===== config.mk =====
export PLATFORM = sky130hd
export DESIGN_NAME = axis_ctrlsrc_select_mc_flat
export DESIGN_NICKNAME = d
export VERILOG_FILES = /design/src/rtl/axis_ctrlsrc_select_mc_if.sv /design/src/rtl/axis_ctrlsrc_select_mc.sv /design/src/flat_wrapper.sv
export SDC_FILE = /design/constraint.sdc
export NUM_CORES = 1
export LEC_CHECK = 0
export BUFFER_PORTS_ARGS = -buffer_cell sky130_fd_sc_hd__buf_2
export CAP_MARGIN = 15
export CORE_MARGIN = 5
export CORE_UTILIZATION = 55
export CTS_CLUSTER_DIAMETER = 150
export DETAILED_ROUTE_END_ITERATION = 12
export GPL_TIMING_DRIVEN = 0
export PLACE_DENSITY = 0.83
export REMOVE_ABC_BUFFERS = 1
export SYNTH_ARGS = -nofsm -noshare
export SYNTH_HDL_FRONTEND = slang
export SYNTH_SLANG_ARGS = --single-unit

===== constraint.sdc =====
create_clock -name a_clk -period 10.1 [get_ports a_clk]
set_input_delay 0.505 -clock a_clk [delete_from_list [all_inputs] [get_ports a_clk]]
set_output_delay 0.505 -clock a_clk [all_outputs]
set_load 0.01 [all_outputs]

===== src/rtl/axis_ctrlsrc_select_mc_if.sv =====
// rtl/axis_ctrlsrc_select_mc_if.sv - source/result stream bundle for the control-source selector
interface axis_ctrlsrc_select_mc_if #(
    parameter int SAXIS_DATA_WIDTH = 32,
    parameter int MAXIS_DATA_WIDTH = 32,
    parameter int N_SRC            = 4
);
    logic [N_SRC*SAXIS_DATA_WIDTH-1:0] S_AXIS_SRC_tdata;
    logic [N_SRC-1:0]                  S_AXIS_SRC_tvalid;
    logic [MAXIS_DATA_WIDTH-1:0]       M_AXIS_tdata;
    logic                              M_AXIS_tvalid;
    logic [SAXIS_DATA_WIDTH-1:0]       M_AXIS_ABS_tdata;
    logic                              M_AXIS_ABS_tvalid;

    // master drives the sources and observes the results; slave is the selector itself
    modport master (
        output S_AXIS_SRC_tdata, S_AXIS_SRC_tvalid,
        input  M_AXIS_tdata, M_AXIS_tvalid, M_AXIS_ABS_tdata, M_AXIS_ABS_tvalid
    );
    modport slave (
        input  S_AXIS_SRC_tdata, S_AXIS_SRC_tvalid,
        output M_AXIS_tdata, M_AXIS_tvalid, M_AXIS_ABS_tdata, M_AXIS_ABS_tvalid
    );
endinterface


===== src/rtl/axis_ctrlsrc_select_mc.sv =====
// rtl/axis_ctrlsrc_select_mc.sv - N-source control selector with shift/offset, |x|+floor and bumpless hold
// Define AXIS_CTRLSRC_SAT_EN to saturate the offset sum instead of wrapping it.
module axis_ctrlsrc_select_mc #(
    parameter int SAXIS_DATA_WIDTH = 32,
    parameter int MAXIS_DATA_WIDTH = 32,
    parameter int N_SRC            = 4,
    parameter int SEL_WIDTH        = 2,
    parameter int SETTLE_WIDTH     = 16
) (
    input  logic                        a_clk,
    input  logic                        a_rst,
    axis_ctrlsrc_select_mc_if.slave     axis,
    input  logic [SEL_WIDTH-1:0]        selection,
    input  logic [4:0]                  shift,
    input  logic [SAXIS_DATA_WIDTH-1:0] signal_offset,
    input  logic [15:0]                 abs_floor,
    input  logic [SETTLE_WIDTH-1:0]     settle_cycles,
    output logic                        hold_active,
    output logic [SEL_WIDTH-1:0]        active_sel
);
    localparam int W = SAXIS_DATA_WIDTH;
    localparam logic [W-1:0] MAX_POS = {1'b0, {(W-1){1'b1}}};
    localparam logic [W-1:0] MIN_NEG = {1'b1, {(W-1){1'b0}}};

    typedef enum logic {ST_RUN, ST_HOLD} state_t;

    state_t                  state_q, state_d;
    logic [SETTLE_WIDTH-1:0] cnt_q, cnt_d;
    logic [SEL_WIDTH-1:0]    active_sel_q, active_sel_d;
    logic                    sel_change;
    logic                    s3_en;

    logic signed [W-1:0] d1_q, d1_d, o1_q, o1_d;
    logic signed [W-1:0] x2_q, x2_d, x3_q, x3_d;
    logic [W-1:0]        abs3_q, abs3_d;
    logic                v1_q, v1_d, v2_q, v2_d, v3_q, v3_d;

    logic signed [W-1:0] src_sel;
    logic                v_sel;
    logic [W:0]          sum2;
    logic [W-1:0]        mag;
    logic [W:0]          abs_sum;

    assign sel_change = (int'(selection) < N_SRC) && (selection != active_sel_q);

    always_ff @(posedge a_clk) begin
        if (a_rst) begin
            state_q      <= ST_RUN;
            cnt_q        <= '0;
            active_sel_q <= '0;
            d1_q <= '0; o1_q <= '0; x2_q <= '0; x3_q <= '0; abs3_q <= '0;
            v1_q <= 1'b0; v2_q <= 1'b0; v3_q <= 1'b0;
        end else begin
            state_q      <= state_d;
            cnt_q        <= cnt_d;
            active_sel_q <= active_sel_d;
            d1_q <= d1_d; o1_q <= o1_d; x2_q <= x2_d; x3_q <= x3_d; abs3_q <= abs3_d;
            v1_q <= v1_d; v2_q <= v2_d; v3_q <= v3_d;
        end
    end

    // A switch (in RUN or HOLD) always restarts the settle window from settle_cycles.
    always_comb begin
        state_d      = state_q;
        cnt_d        = cnt_q;
        active_sel_d = active_sel_q;
        if (sel_change) begin
            active_sel_d = selection;
            cnt_d        = settle_cycles;
            state_d      = (settle_cycles == '0) ? ST_RUN : ST_HOLD;
        end else if (state_q == ST_HOLD) begin
            if (cnt_q <= SETTLE_WIDTH'(1)) begin
                state_d = ST_RUN;
                cnt_d   = '0;
            end else begin
                cnt_d = cnt_q - SETTLE_WIDTH'(1);
            end
        end
    end

    // S3 captures in every RUN cycle, including the last HOLD cycle that hands back to RUN.
    always_comb begin
        hold_active = (state_q == ST_HOLD);
        s3_en       = (state_q == ST_RUN) || (state_d == ST_RUN);
    end

    always_comb begin
        src_sel = '0;
        v_sel   = 1'b0;
        for (int k = 0; k < N_SRC; k++) begin
            if (int'(active_sel_q) == k) begin
                src_sel = axis.S_AXIS_SRC_tdata[k*W +: W];
                v_sel   = axis.S_AXIS_SRC_tvalid[k];
            end
        end
        d1_d = src_sel >>> shift;
        o1_d = $signed(signal_offset) >>> shift;
        v1_d = v_sel;

        sum2 = {d1_q[W-1], d1_q} + {o1_q[W-1], o1_q};
`ifdef AXIS_CTRLSRC_SAT_EN
        if (sum2[W] ^ sum2[W-1]) begin
            x2_d = sum2[W] ? MIN_NEG : MAX_POS;
        end else begin
            x2_d = sum2[W-1:0];
        end
`else
        x2_d = sum2[W-1:0];
`endif
        v2_d = v1_q;

        if (x2_q == MIN_NEG) begin
            mag = MAX_POS;
        end else if (x2_q[W-1]) begin
            mag = -x2_q;
        end else begin
            mag = x2_q;
        end
        abs_sum = {1'b0, mag} + (W+1)'(abs_floor);
        x3_d    = s3_en ? x2_q : x3_q;
        abs3_d  = s3_en ? (abs_sum[W] ? '1 : abs_sum[W-1:0]) : abs3_q;
        v3_d    = v2_q;
    end

    assign axis.M_AXIS_tdata      = MAXIS_DATA_WIDTH'(x3_q);
    assign axis.M_AXIS_tvalid     = v3_q;
    assign axis.M_AXIS_ABS_tdata  = abs3_q;
    assign axis.M_AXIS_ABS_tvalid = v3_q;
    assign active_sel             = active_sel_q;
endmodule


===== src/flat_wrapper.sv =====
// flat-port wrapper written by rule: the top's interface ports become plain ports
module axis_ctrlsrc_select_mc_flat 
#(
    parameter int SAXIS_DATA_WIDTH = 32,
    parameter int MAXIS_DATA_WIDTH = 32,
    parameter int N_SRC            = 4,
    parameter int SEL_WIDTH        = 2,
    parameter int SETTLE_WIDTH     = 16
)
  (a_clk, a_rst, selection, shift, signal_offset, abs_floor, settle_cycles, hold_active, active_sel, axis_S_AXIS_SRC_tdata, axis_S_AXIS_SRC_tvalid, axis_M_AXIS_tdata, axis_M_AXIS_tvalid, axis_M_AXIS_ABS_tdata, axis_M_AXIS_ABS_tvalid);
  axis_ctrlsrc_select_mc_if #(.SAXIS_DATA_WIDTH(SAXIS_DATA_WIDTH), .MAXIS_DATA_WIDTH(MAXIS_DATA_WIDTH), .N_SRC(N_SRC)) axis_i ();
  input  logic a_clk;
  input  logic a_rst;
  input  logic [SEL_WIDTH-1:0] selection;
  input  logic [4:0] shift;
  input  logic [SAXIS_DATA_WIDTH-1:0] signal_offset;
  input  logic [15:0] abs_floor;
  input  logic [SETTLE_WIDTH-1:0] settle_cycles;
  output logic hold_active;
  output logic [SEL_WIDTH-1:0] active_sel;
  input wire logic [$bits(axis_i.S_AXIS_SRC_tdata)-1:0] axis_S_AXIS_SRC_tdata;
  input wire logic [$bits(axis_i.S_AXIS_SRC_tvalid)-1:0] axis_S_AXIS_SRC_tvalid;
  output wire logic [$bits(axis_i.M_AXIS_tdata)-1:0] axis_M_AXIS_tdata;
  output wire logic [$bits(axis_i.M_AXIS_tvalid)-1:0] axis_M_AXIS_tvalid;
  output wire logic [$bits(axis_i.M_AXIS_ABS_tdata)-1:0] axis_M_AXIS_ABS_tdata;
  output wire logic [$bits(axis_i.M_AXIS_ABS_tvalid)-1:0] axis_M_AXIS_ABS_tvalid;
  assign axis_i.S_AXIS_SRC_tdata = axis_S_AXIS_SRC_tdata;
  assign axis_i.S_AXIS_SRC_tvalid = axis_S_AXIS_SRC_tvalid;
  assign axis_M_AXIS_tdata = axis_i.M_AXIS_tdata;
  assign axis_M_AXIS_tvalid = axis_i.M_AXIS_tvalid;
  assign axis_M_AXIS_ABS_tdata = axis_i.M_AXIS_ABS_tdata;
  assign axis_M_AXIS_ABS_tvalid = axis_i.M_AXIS_ABS_tvalid;
  axis_ctrlsrc_select_mc #(.SAXIS_DATA_WIDTH(SAXIS_DATA_WIDTH), .MAXIS_DATA_WIDTH(MAXIS_DATA_WIDTH), .N_SRC(N_SRC), .SEL_WIDTH(SEL_WIDTH), .SETTLE_WIDTH(SETTLE_WIDTH)) u_core (.a_clk(a_clk), .a_rst(a_rst), .axis(axis_i), .selection(selection), .shift(shift), .signal_offset(signal_offset), .abs_floor(abs_floor), .settle_cycles(settle_cycles), .hold_active(hold_active), .active_sel(active_sel));
endmodule

==> summary.txt <==
Hold Crit Start: selection[0]
num rows: 57
hold depth: 2
Worst-Skew Late Latency: 0.43 ns
Cells after Synth: 1,599
Seq/Total Area, Yosys: 0.2735
Synth cell types: 80
met2 Track Usage GR: 0.4505
crit path kind: flop to flop
DR pass1 iterations: 8
DRT Wirelength: 36,900 µm
vias in the first global route: 12,290
pwr dens: 158.9 nW/µm²
Synth async-reset ratio: 0
Final Hold Viols: 0
largest stage delay on the critical path: 0.83 ns
# hold bufs at CTS: 0
met3 GRT Util: 0.03861
number of remaining DRC errors: 0
GPL Wtd Cong: 0.9248
met1 Resource Use GR: 0.3225
total grt overflow: 0
Routed Antenna Nets: 0
CTS Buffer Depth: 2
setup TNS: 0 ns
TritonCTS buffer count: 17
CP Launch Type: flop
crit end category: flop
initial drt markers: 903
total number of vias: 12,710
Post-Syn Area: 13,320 µm²
Setup violations, final: 0
Final Skew: 0.01328 ns
cells on worst reg2reg path: 15
placed inst area: 14,880 µm²
# diodes: 0
syn avg cell area: 8.332 µm²
Synth Flop Type: dfxtp_1
crit share post-route: 0.5526
area grow syn2layout: 16.13%
Min-Delay Endpoint: u_core.active_sel[0]
Post-CTS Setup Bufs: 0
worst path required time: 10.44 ns
GRT busiest layer: met2
GR Util All Layers: 0.2589
Max Cap Viol: 0
Final Max Slew Viols: 0
Initial Utilization: 0.5527
R2R Path End: u_core.axis.M_AXIS_ABS_tdata[24]
Max Fclk: 179.2 MHz
Top-Level Pins: 274
Period minus WS final: 5.582 ns
CTS root buf: clkbuf_16
crit-path max FO: 18
post_cts resized: 0
htree depth: 4
reg2reg start: u_core.x2_q[9]
Wirelength per Cell: 17.35 µm
core area: 24,110 µm²
die width: 165.6 µm
LEAKAGE: 6.643 nW
HP Class: primary input to flop
Final #Nets: 2,047
critical path's slowest cell: or4_1
clk slew on worst S/H paths: 0.07 ns
actual slew at the worst max-slew pin: 1.127 ns
initial antenna violation count: 0
die area: 27,440 µm²
FF+latch count, synth: 182
Yosys Warn Count: 0
worst vdd ir: 129.7 µV
hpwl dp: 28,620 µm
largest net degree at the start of global routing: 133
Clock Sinks: 182
Slew HR: 0.2473
CTS tree: built
design area: 15,470 µm²
Post-synth EDFFs: 0
chip height: 165.6 µm
first-pass GRT wire length: 60,240 µm
IO buf count: 273
Worst EP arrival: 5.92 ns
routed vias/inst: 5.974
worst path cell trace: or4_4, or4_1, or4_1, nand2_1, ha_1, inv_1, fa_1, nor2b_1, o31ai_1, a311oi_1, o21ai_0, a22oi_2, o2111ai_1, or3_1, a311oi_1
outcome: completed
RSZ-0062 raised after global routing: false
reg2reg setup slack: 4.52 ns
share of layout cells above drive strength 1: 0.2518
==> cell families after synthesis <==
group,share of synthesized area
compound gates,0.1898
xor+xnor,0.03944
fa+ha+maj,0.05071
buf+inv,0.03860
flops,0.2735
mux,0.2004
simple gates,0.2076
==> worst max-delay path: cells and delay by family, from the launching register on <==
family | cells | cell delay [ns]
simple gates | 6 | 2.77
fa+ha+maj | 2 | 0.58
buf+inv | 1 | 0.06
flops | 1 | 0.37
compound gates | 6 | 1.73
==> stage by stage <==
stage | power, mW | hold WS, ns | setup slack, ns | util | instances
6_report | 2.458 | 0.3153 | 4.518 | 0.6418 | 2127
5_1_grt | 2.615 | 0.3171 | 4.222 | 0.6418 | 2127
4_1_cts | 2.465 | 0.2931 | 3.916 | 0.6416 | 2126
3_5_place_dp | 1.803 | 0.4278 | 3.982 | 0.6175 | 2094
3_3_place_gp | 1.774 | 0.4178 | 2.803 | 0.6087 | 2086
2_1_floorplan | 1.514 | 0.4138 | 4.895 | - | 1489
==> cells in the final DEF, fill, tap and decap left out, drive strengths merged, types with 11 or more instances in the layout <==
cell type / synthesis / routed
nand3: 31 / 31
a21o: 17 / 17
nand4: 11 / 11
nor2: 184 / 184
or3: 18 / 18
o21a: 23 / 23
ha: 50 / 50
clkbuf: 87 / 19
buf: 23 / 282
mux2i: 71 / 71
mux4: 61 / 61
xor2: 42 / 42
nand2: 198 / 198
a211oi: 30 / 30
mux2: 52 / 52
xnor2: 18 / 18
and2: 17 / 17
a311oi: 11 / 11
nor2b: 20 / 20
nor3: 26 / 26
o31ai: 16 / 16
a21oi: 146 / 146
inv: 25 / 29
o21ai: 80 / 80
nor4: 20 / 20
dfxtp: 182 / 182
==> report_power, final <==
group / switching [mW] / internal (mW)
combinational: 0.515 / 0.402
clock: 0.288 / 0.368
sequential: 0.0752 / 0.810
total: 0.878 / 1.58
==> registers in the layout (all words and copies together), names as in the netlist <==
name / count
u_core.o1_q: 32
u_core.hold_active: 1
u_core.axis.M_AXIS_tdata: 32
u_core.d1_q: 32
u_core.active_sel: 2
u_core.v2_q: 1
u_core.axis.M_AXIS_ABS_tdata: 32
u_core.v1_q: 1
u_core.cnt_q: 16
u_core.x2_q: 32
u_core.axis.M_AXIS_ABS_tvalid: 1
==> Yosys cell counts (8+ instances only) <==
cell,count,share of area
a21o_1,17,0.0096
inv_1,23,0.0065
mux2_2,52,0.044
o21ai_0,80,0.030
o21a_1,23,0.013
nand3b_1,9,0.0051
nand2_1,198,0.056
nor2_1,184,0.052
mux4_2,61,0.10
dfxtp_1,182,0.27
buf_1,20,0.0056
xnor2_1,18,0.012
o211ai_1,9,0.0051
a22oi_1,8,0.0045
nor4_1,19,0.0089
clkbuf_1,86,0.024
or3_1,18,0.0085
xor2_1,42,0.028
or4_1,8,0.0045
a211oi_1,30,0.017
mux2i_1,71,0.053
a21oi_1,146,0.055
ha_1,50,0.047
nor2b_1,20,0.0094
nand3_1,30,0.011
a311oi_1,10,0.0066
and2_1,17,0.0080
nor3_1,26,0.0098
nand4_1,11,0.0052
o31ai_1,16,0.0090
==> layer usage <==
layer | up-vias | routed length, µm
met5 | - | 0
met4 | 0 | 1371
met3 | 84 | 2073
met2 | 500 | 18110
met1 | 5874 | 15350
li1 | 6248 | -
==> how the worst max path moves through the flow <==
stage                         start                          endpoint  slack (ns)  cells past startpoint
2_1_floorplan  u_core.active_sel[0]   u_core.axis.M_AXIS_ABS_tdata[7]        4.89                      6
3_3_place_gp   u_core.active_sel[0]   u_core.axis.M_AXIS_ABS_tdata[8]        2.80                      6
3_5_place_dp         u_core.x2_q[0]  u_core.axis.M_AXIS_ABS_tdata[24]        3.98                     17
4_1_cts              u_core.x2_q[0]  u_core.axis.M_AXIS_ABS_tdata[24]        3.92                     17
5_1_grt             u_core.x2_q[16]  u_core.axis.M_AXIS_ABS_tdata[24]        4.22                     15
6_report             u_core.x2_q[9]  u_core.axis.M_AXIS_ABS_tdata[24]        4.52                     15
==> cell type report <==
cell class,count,area (µm²)
flip-flops and latches,182,3645
fillers,2140,8635
repair buffers,282,1568
multi-input cells,1282,9178
inverters,25,93.84
well taps,324,405.4
clock inverters,13,148.9
clock buffers,19,432.9
No activity file was read; power rests on OpenSTA's default activity.
